## src/rtl/multicycle_ctrl.sv

```systemverilog
// rtl/multicycle_ctrl.sv - multi-cycle FETCH/DECODE/EXEC/MEM/WB sequencer; define MULTICYCLE_CTRL_PERF_EN for perf counters
module multicycle_ctrl #(
    parameter logic [31:0] RESET_PC = 32'h0000_0000
) (
    input  logic        clk,
    input  logic        rst,
    input  logic        run,
    output logic        imem_req,
    output logic [31:0] imem_addr,
    input  logic [31:0] imem_rdata,
    input  logic        imem_ready,
    output logic [2:0]  rf_raddr0,
    output logic [2:0]  rf_raddr1,
    input  logic [31:0] rf_rdata0,
    input  logic [31:0] rf_rdata1,
    output logic        rf_we,
    output logic [2:0]  rf_waddr,
    output logic [31:0] rf_wdata,
    output logic [31:0] alu_ip_0,
    output logic [31:0] alu_ip_1,
    output logic [2:0]  alu_opcode,
    input  logic [31:0] alu_op_0,
    input  logic        alu_change_pc,
    output logic        dmem_req,
    output logic        dmem_we,
    output logic [31:0] dmem_addr,
    output logic [31:0] dmem_wdata,
    input  logic [31:0] dmem_rdata,
    input  logic        dmem_ready,
    output logic [31:0] pc,
    output logic        busy,
    output logic [31:0] cycle_cnt,
    output logic [31:0] retire_cnt
);

    typedef enum logic [2:0] {
        S_IDLE   = 3'd0,
        S_FETCH  = 3'd1,
        S_DECODE = 3'd2,
        S_EXEC   = 3'd3,
        S_MEM    = 3'd4,
        S_WB     = 3'd5
    } state_t;

    state_t      state, state_nx;
    logic [31:0] pc_q, pc_nx;
    logic [31:0] ir, ir_nx;
    logic [31:0] a_q, a_nx, b_q, b_nx, r_q, r_nx;

    logic [2:0]  op, rd, rs1, rs2;
    logic [31:0] imm_sx;
    logic        is_mem, is_br, is_st;
    logic        unused_ir_bits;

    assign op     = ir[31:29];
    assign rd     = ir[28:26];
    assign rs1    = ir[25:23];
    assign rs2    = ir[22:20];
    assign imm_sx = {{16{ir[15]}}, ir[15:0]};
    assign is_mem = (op[2:1] == 2'b00);
    assign is_br  = (op[2:1] == 2'b01);
    assign is_st  = (op == 3'd1);
    assign unused_ir_bits = &{1'b0, ir[19:16]};

    assign pc   = pc_q;
    assign busy = (state != S_IDLE);

    // State, PC and datapath latches; reset wins over any pending update
    always_ff @(posedge clk) begin
        if (rst) begin
            state <= S_IDLE;
            pc_q  <= RESET_PC;
            ir    <= '0;
            a_q   <= '0;
            b_q   <= '0;
            r_q   <= '0;
        end else begin
            state <= state_nx;
            pc_q  <= pc_nx;
            ir    <= ir_nx;
            a_q   <= a_nx;
            b_q   <= b_nx;
            r_q   <= r_nx;
        end
    end

    // Next state, latch updates and all port drives for the current state
    always_comb begin
        state_nx   = state;
        pc_nx      = pc_q;
        ir_nx      = ir;
        a_nx       = a_q;
        b_nx       = b_q;
        r_nx       = r_q;
        imem_req   = 1'b0;
        imem_addr  = '0;
        rf_raddr0  = '0;
        rf_raddr1  = '0;
        rf_we      = 1'b0;
        rf_waddr   = '0;
        rf_wdata   = '0;
        alu_ip_0   = '0;
        alu_ip_1   = '0;
        alu_opcode = '0;
        dmem_req   = 1'b0;
        dmem_we    = 1'b0;
        dmem_addr  = '0;
        dmem_wdata = '0;
        case (state)
            S_IDLE: begin
                if (run) state_nx = S_FETCH;
            end
            S_FETCH: begin
                imem_req  = 1'b1;
                imem_addr = pc_q;
                if (imem_ready) begin
                    ir_nx    = imem_rdata;
                    state_nx = S_DECODE;
                end
            end
            S_DECODE: begin
                rf_raddr0 = rs1;
                rf_raddr1 = rs2;
                a_nx      = rf_rdata0;
                b_nx      = rf_rdata1;
                state_nx  = S_EXEC;
            end
            S_EXEC: begin
                alu_ip_0 = a_q;
                if (is_mem) begin
                    alu_opcode = 3'd4;
                    alu_ip_1   = imm_sx;
                    r_nx       = alu_op_0;
                    state_nx   = S_MEM;
                end else begin
                    alu_opcode = op;
                    alu_ip_1   = b_q;
                    if (is_br) begin
                        pc_nx    = alu_change_pc ? (pc_q + (imm_sx << 2)) : (pc_q + 32'd4);
                        state_nx = run ? S_FETCH : S_IDLE;
                    end else begin
                        r_nx     = alu_op_0;
                        state_nx = S_WB;
                    end
                end
            end
            S_MEM: begin
                dmem_req  = 1'b1;
                dmem_addr = r_q;
                if (is_st) begin
                    dmem_we    = 1'b1;
                    dmem_wdata = b_q;
                end
                if (dmem_ready) begin
                    if (is_st) begin
                        pc_nx    = pc_q + 32'd4;
                        state_nx = run ? S_FETCH : S_IDLE;
                    end else begin
                        r_nx     = dmem_rdata;
                        state_nx = S_WB;
                    end
                end
            end
            S_WB: begin
                rf_we    = (rd != 3'd0);
                rf_waddr = rd;
                rf_wdata = r_q;
                pc_nx    = pc_q + 32'd4;
                state_nx = run ? S_FETCH : S_IDLE;
            end
            default: state_nx = S_IDLE;
        endcase
        // A reset cycle must not leave a request or a write visible to the memories or regfile
        if (rst) begin
            imem_req = 1'b0;
            dmem_req = 1'b0;
            dmem_we  = 1'b0;
            rf_we    = 1'b0;
        end
    end

`ifdef MULTICYCLE_CTRL_PERF_EN
    logic        retire;
    logic [31:0] cycle_q, retire_q;

    assign retire = ((state == S_EXEC) && is_br) ||
                    ((state == S_MEM) && is_st && dmem_ready) ||
                    (state == S_WB);

    // Busy-cycle and retired-instruction counters, wrapping at 2^32
    always_ff @(posedge clk) begin
        if (rst) begin
            cycle_q  <= '0;
            retire_q <= '0;
        end else begin
            if (busy)   cycle_q  <= cycle_q + 32'd1;
            if (retire) retire_q <= retire_q + 32'd1;
        end
    end

    assign cycle_cnt  = cycle_q;
    assign retire_cnt = retire_q;
`else
    assign cycle_cnt  = '0;
    assign retire_cnt = '0;
`endif

endmodule

```

## config.mk

```make
export PLATFORM = sky130hd
export DESIGN_NAME = multicycle_ctrl
export DESIGN_NICKNAME = d
export VERILOG_FILES = /design/src/rtl/multicycle_ctrl.sv
export SDC_FILE = /design/constraint.sdc
export NUM_CORES = 1
export LEC_CHECK = 0
export CAP_MARGIN = 0
export CORE_AREA = 2 2 182 184
export DETAILED_ROUTE_END_ITERATION = 10
export DIE_AREA = 0 0 184 186
export PLACE_DENSITY_LB_ADDON = 0.2
export SYNTH_ARGS = -nofsm -noshare
export SYNTH_HDL_FRONTEND = slang
export SYNTH_SLANG_ARGS = --single-unit
```

## constraint.sdc

```tcl
create_clock -name clk -period 2.9 [get_ports clk]
set_input_delay 0.29 -clock clk [delete_from_list [all_inputs] [get_ports clk]]
set_output_delay 0.29 -clock clk [all_outputs]
set_load 0.05 [all_outputs]
```

==> impl_metrics.env <==
export IMPL_status="finished clean"
export IMPL_fp_row_count=66
export IMPL_peakVddDrop_mv=0.354
export IMPL_diodes=0
export IMPL_firstDrtPassIters=5
export IMPL_hp_start="rst"
export IMPL_portBuffers=398
export IMPL_die_area_um2=34200
export IMPL_synth_edf_count=0
export IMPL_wl_mm=37.5
export IMPL_finClkSkew_ns=0.0135
export IMPL_core_um2=32200
export IMPL_synthTopCellsByArea="dfxtp_1, nand2_1, and2_1"
export IMPL_avgSynthCellArea_um2=7.06
export IMPL_fin_area_um2=16100
export IMPL_cts_num_sinks=157
export IMPL_ys_ff_latch=157
export IMPL_yosysTopAreaCellShare_pct=31.4
export IMPL_drive_above_1_share_pct=17.4
export IMPL_clockBufferDepth=2
export IMPL_ys_flop_type="dfxtp_1"
export IMPL_layout_commonest_cell="nand2_1"
export IMPL_place_congestion=0.901
export IMPL_crit_slowest_cell="fa_1"
export IMPL_maxCapViolations=0
export IMPL_areaGrowthSynthToFinish_pct=60.5
export IMPL_post_route_period_util_pct=93.4
export IMPL_setup_viol=0
export IMPL_async_flop_share_pct=0
export IMPL_cellLeakagePower_nw=6.31
export IMPL_path_class="reg2reg"
export IMPL_die_h_um=186
export IMPL_via_count=10926
export IMPL_rsz0062_at_grt="false"
export IMPL_worstMarginPinSlew_ns=0.735
export IMPL_crit_path_cell_trace="ha_1, fa_1, a21oi_2, o211ai_1, o211ai_1, nand3b_1, a21oi_2, nor2_1, a41oi_1, mux2i_1, a21oi_1"
export IMPL_antenna_left=0
export IMPL_cts_tree="done"
export IMPL_dieWidth_um=184
export IMPL_initial_core_util_pct=31.1
export IMPL_grt_max_degree=79
export IMPL_pin_count=471
export IMPL_endpoint_kind="register"
export IMPL_dp_hpwl_mm=27.7
export IMPL_hold_path_class="in2reg"
export IMPL_numCtsBuffers=17
export IMPL_crit_path_max_fanout=7
export IMPL_relSlewSlack_pct=51.0
export IMPL_grt_pass1_wl_mm=56.8
export IMPL_r2r_start="pc[2]$_SDFFE_PP0P_"
export IMPL_startpoint_type="register"
export IMPL_grt_pass1_vias=10314
export IMPL_crit_required_ns=3.24
export IMPL_slew_viol_final=0
export IMPL_final_hold_viol_count=0
export IMPL_syn_area_um2=10000
export IMPL_viasPerCell=4.94
export IMPL_routedWlPerCell_um=16.9
export IMPL_layout_common_cells="nand2_1, clkdlybuf4s50_1, a21oi_1, and2_1, dfxtp_1"
export IMPL_timing_hold_ws_ns=0.323
export IMPL_antenna_found_initial=0
export IMPL_synth_seq_area_share_pct=31.4
export IMPL_fin_setup_tns_ns=0
export IMPL_drc=0
export IMPL_placed_area_um2=15500
export IMPL_critical_path_startpoint="pc[2]$_SDFFE_PP0P_"
export IMPL_r2r_slack_ns=0.19
export IMPL_period_minus_slack_ns=2.71
export IMPL_synth_top_area_cell="dfxtp_1"
export IMPL_first_iter_violations=659
export IMPL_yosys_warnings=0
export IMPL_fmax_mhz=369
export IMPL_clk_pin_slew_ns=0.07
export IMPL_cp_data_arrival_time_ns=3.05
export IMPL_synthCells=1417
export IMPL_root_buffer="clkbuf_16"
export IMPL_grt_usage_pct=21.2
export IMPL_p_per_area_nw_per_um2=394
export IMPL_clk_insertion_delay_late_ns=0.45
export IMPL_slowest_delay_ns=0.43
export IMPL_fillers=3104
export IMPL_htree_levels=4
export IMPL_gr_total_overflow=0
export IMPL_fin_nets=1987
export IMPL_yosysUniqueCellTypes=61
==> critical path: cells and delay by family (launching register included) <==
kind | cells | cell delay (ns)
AND/OR/NAND/NOR | 2 | 0.31
adder cells (fa/ha/maj) | 2 | 0.68
multiplexers | 1 | 0.21
AO/OA/AOI/OAI | 6 | 1.03
flip-flops | 1 | 0.37
==> cell usage after synthesis (2+ instances only) <==
| cell type | count |
|---|---|
| nand2_1 | 329 |
| a21oi_1 | 180 |
| and2_1 | 162 |
| dfxtp_1 | 157 |
| nor2_1 | 93 |
| clkbuf_1 | 80 |
| buf_4 | 69 |
| o21ai_0 | 41 |
| a311oi_1 | 34 |
| ha_1 | 30 |
| nand3_1 | 30 |
| o21a_1 | 22 |
| and3_1 | 15 |
| xnor2_1 | 15 |
| nor3_1 | 13 |
| nor4_1 | 11 |
| xor2_1 | 10 |
| buf_1 | 9 |
| a21o_1 | 8 |
| inv_1 | 8 |
| nand4_1 | 8 |
| nor2b_1 | 7 |
| o22ai_1 | 7 |
| or3_1 | 7 |
| a211oi_1 | 6 |
| a31oi_1 | 6 |
| or2_2 | 6 |
| a2111oi_0 | 4 |
| mux2i_1 | 4 |
| nand2b_1 | 4 |
| a41oi_1 | 3 |
| nand3b_1 | 3 |
| o211ai_1 | 3 |
| a221oi_1 | 2 |
| a22oi_1 | 2 |
| buf_2 | 2 |
| buf_6 | 2 |
| nor4b_1 | 2 |
==> report_power, final <==
part | internal, W | switching, W
Clock | 0.00120 | 0.00101
Sequential | 0.00232 | 0.000134
Combinational | 0.000599 | 0.00106
Total | 0.00412 | 0.00221
==> what timing repair did <==
item                                    4_1_cts  5_1_grt
endpoints found under the setup margin        1       13
hold buffers                                  0        0
gates resized for setup                       1       12
setup buffers                                 0        0
pin swaps                                     0        0
==> flip-flops by register name, indices dropped and copies added (netlist names) <==
| signal | cells |
|---|---|
| b_q | 32 |
| r_q | 32 |
| state | 3 |
| a_q | 32 |
| ir | 28 |
| pc | 30 |
==> final cells by class <==
cell class	instances	area, um2	share of cell area, %
clock inverter	14	119	0.740
inverter	9	35.0	0.218
tap	408	510	3.18
multi-input combinational	1156	6260	39.0
clock buffer	18	439	2.73
timing repair buffer	449	5560	34.6
sequential	157	3140	19.6
==> layer usage <==
layer,part of all wire (%),vias to the layer above,global-route usage [%]
met2,47,418,34.9
met4,1.7,0,6.21
li1,-,5436,-
met3,8.7,50,7.38
met5,0,-,0
met1,42,5022,26.1
==> logic make-up (layout without fill, tap and decap cells) <==
family	after synthesis	count (layout)	share of synthesized area [%]
buffers and inverters	171	490	9.18
adder cells (fa/ha/maj)	31	31	3.95
multiplexers	5	5	0.513
AO/OA/AOI/OAI	330	330	19.9
other	1	68	0.0375
XOR/XNOR	25	25	2.19
AND/OR/NAND/NOR	697	697	32.8
flip-flops	157	157	31.4
==> stage by stage <==
step | power, W | worst slack [ns] | util (%) | instances
finish | 0.00633 | 0.191 | 49.9 | 2211
global route | 0.00666 | 0.0143 | 49.9 | 2211
CTS | 0.00640 | 0.0754 | 49.8 | 2211
detailed placement | 0.00417 | 0.143 | 48.0 | 2179
global placement | 0.00414 | 0.200 | 48.0 | 2179
floorplan | 0.00359 | 0.0304 | - | 1484
==> final timing paths <==
kind                            cells past startpoint               endpoint
worst max-delay path                               11    pc[28]$_SDFFE_PP0P_
worst min-delay path                                2  state[0]$_SDFFE_PP0P_
worst max register to register                     11    pc[28]$_SDFFE_PP0P_
worst min register to register                      2    a_q[6]$_SDFFE_PP0N_
Note: power is estimated with default switching activity, not from simulation.
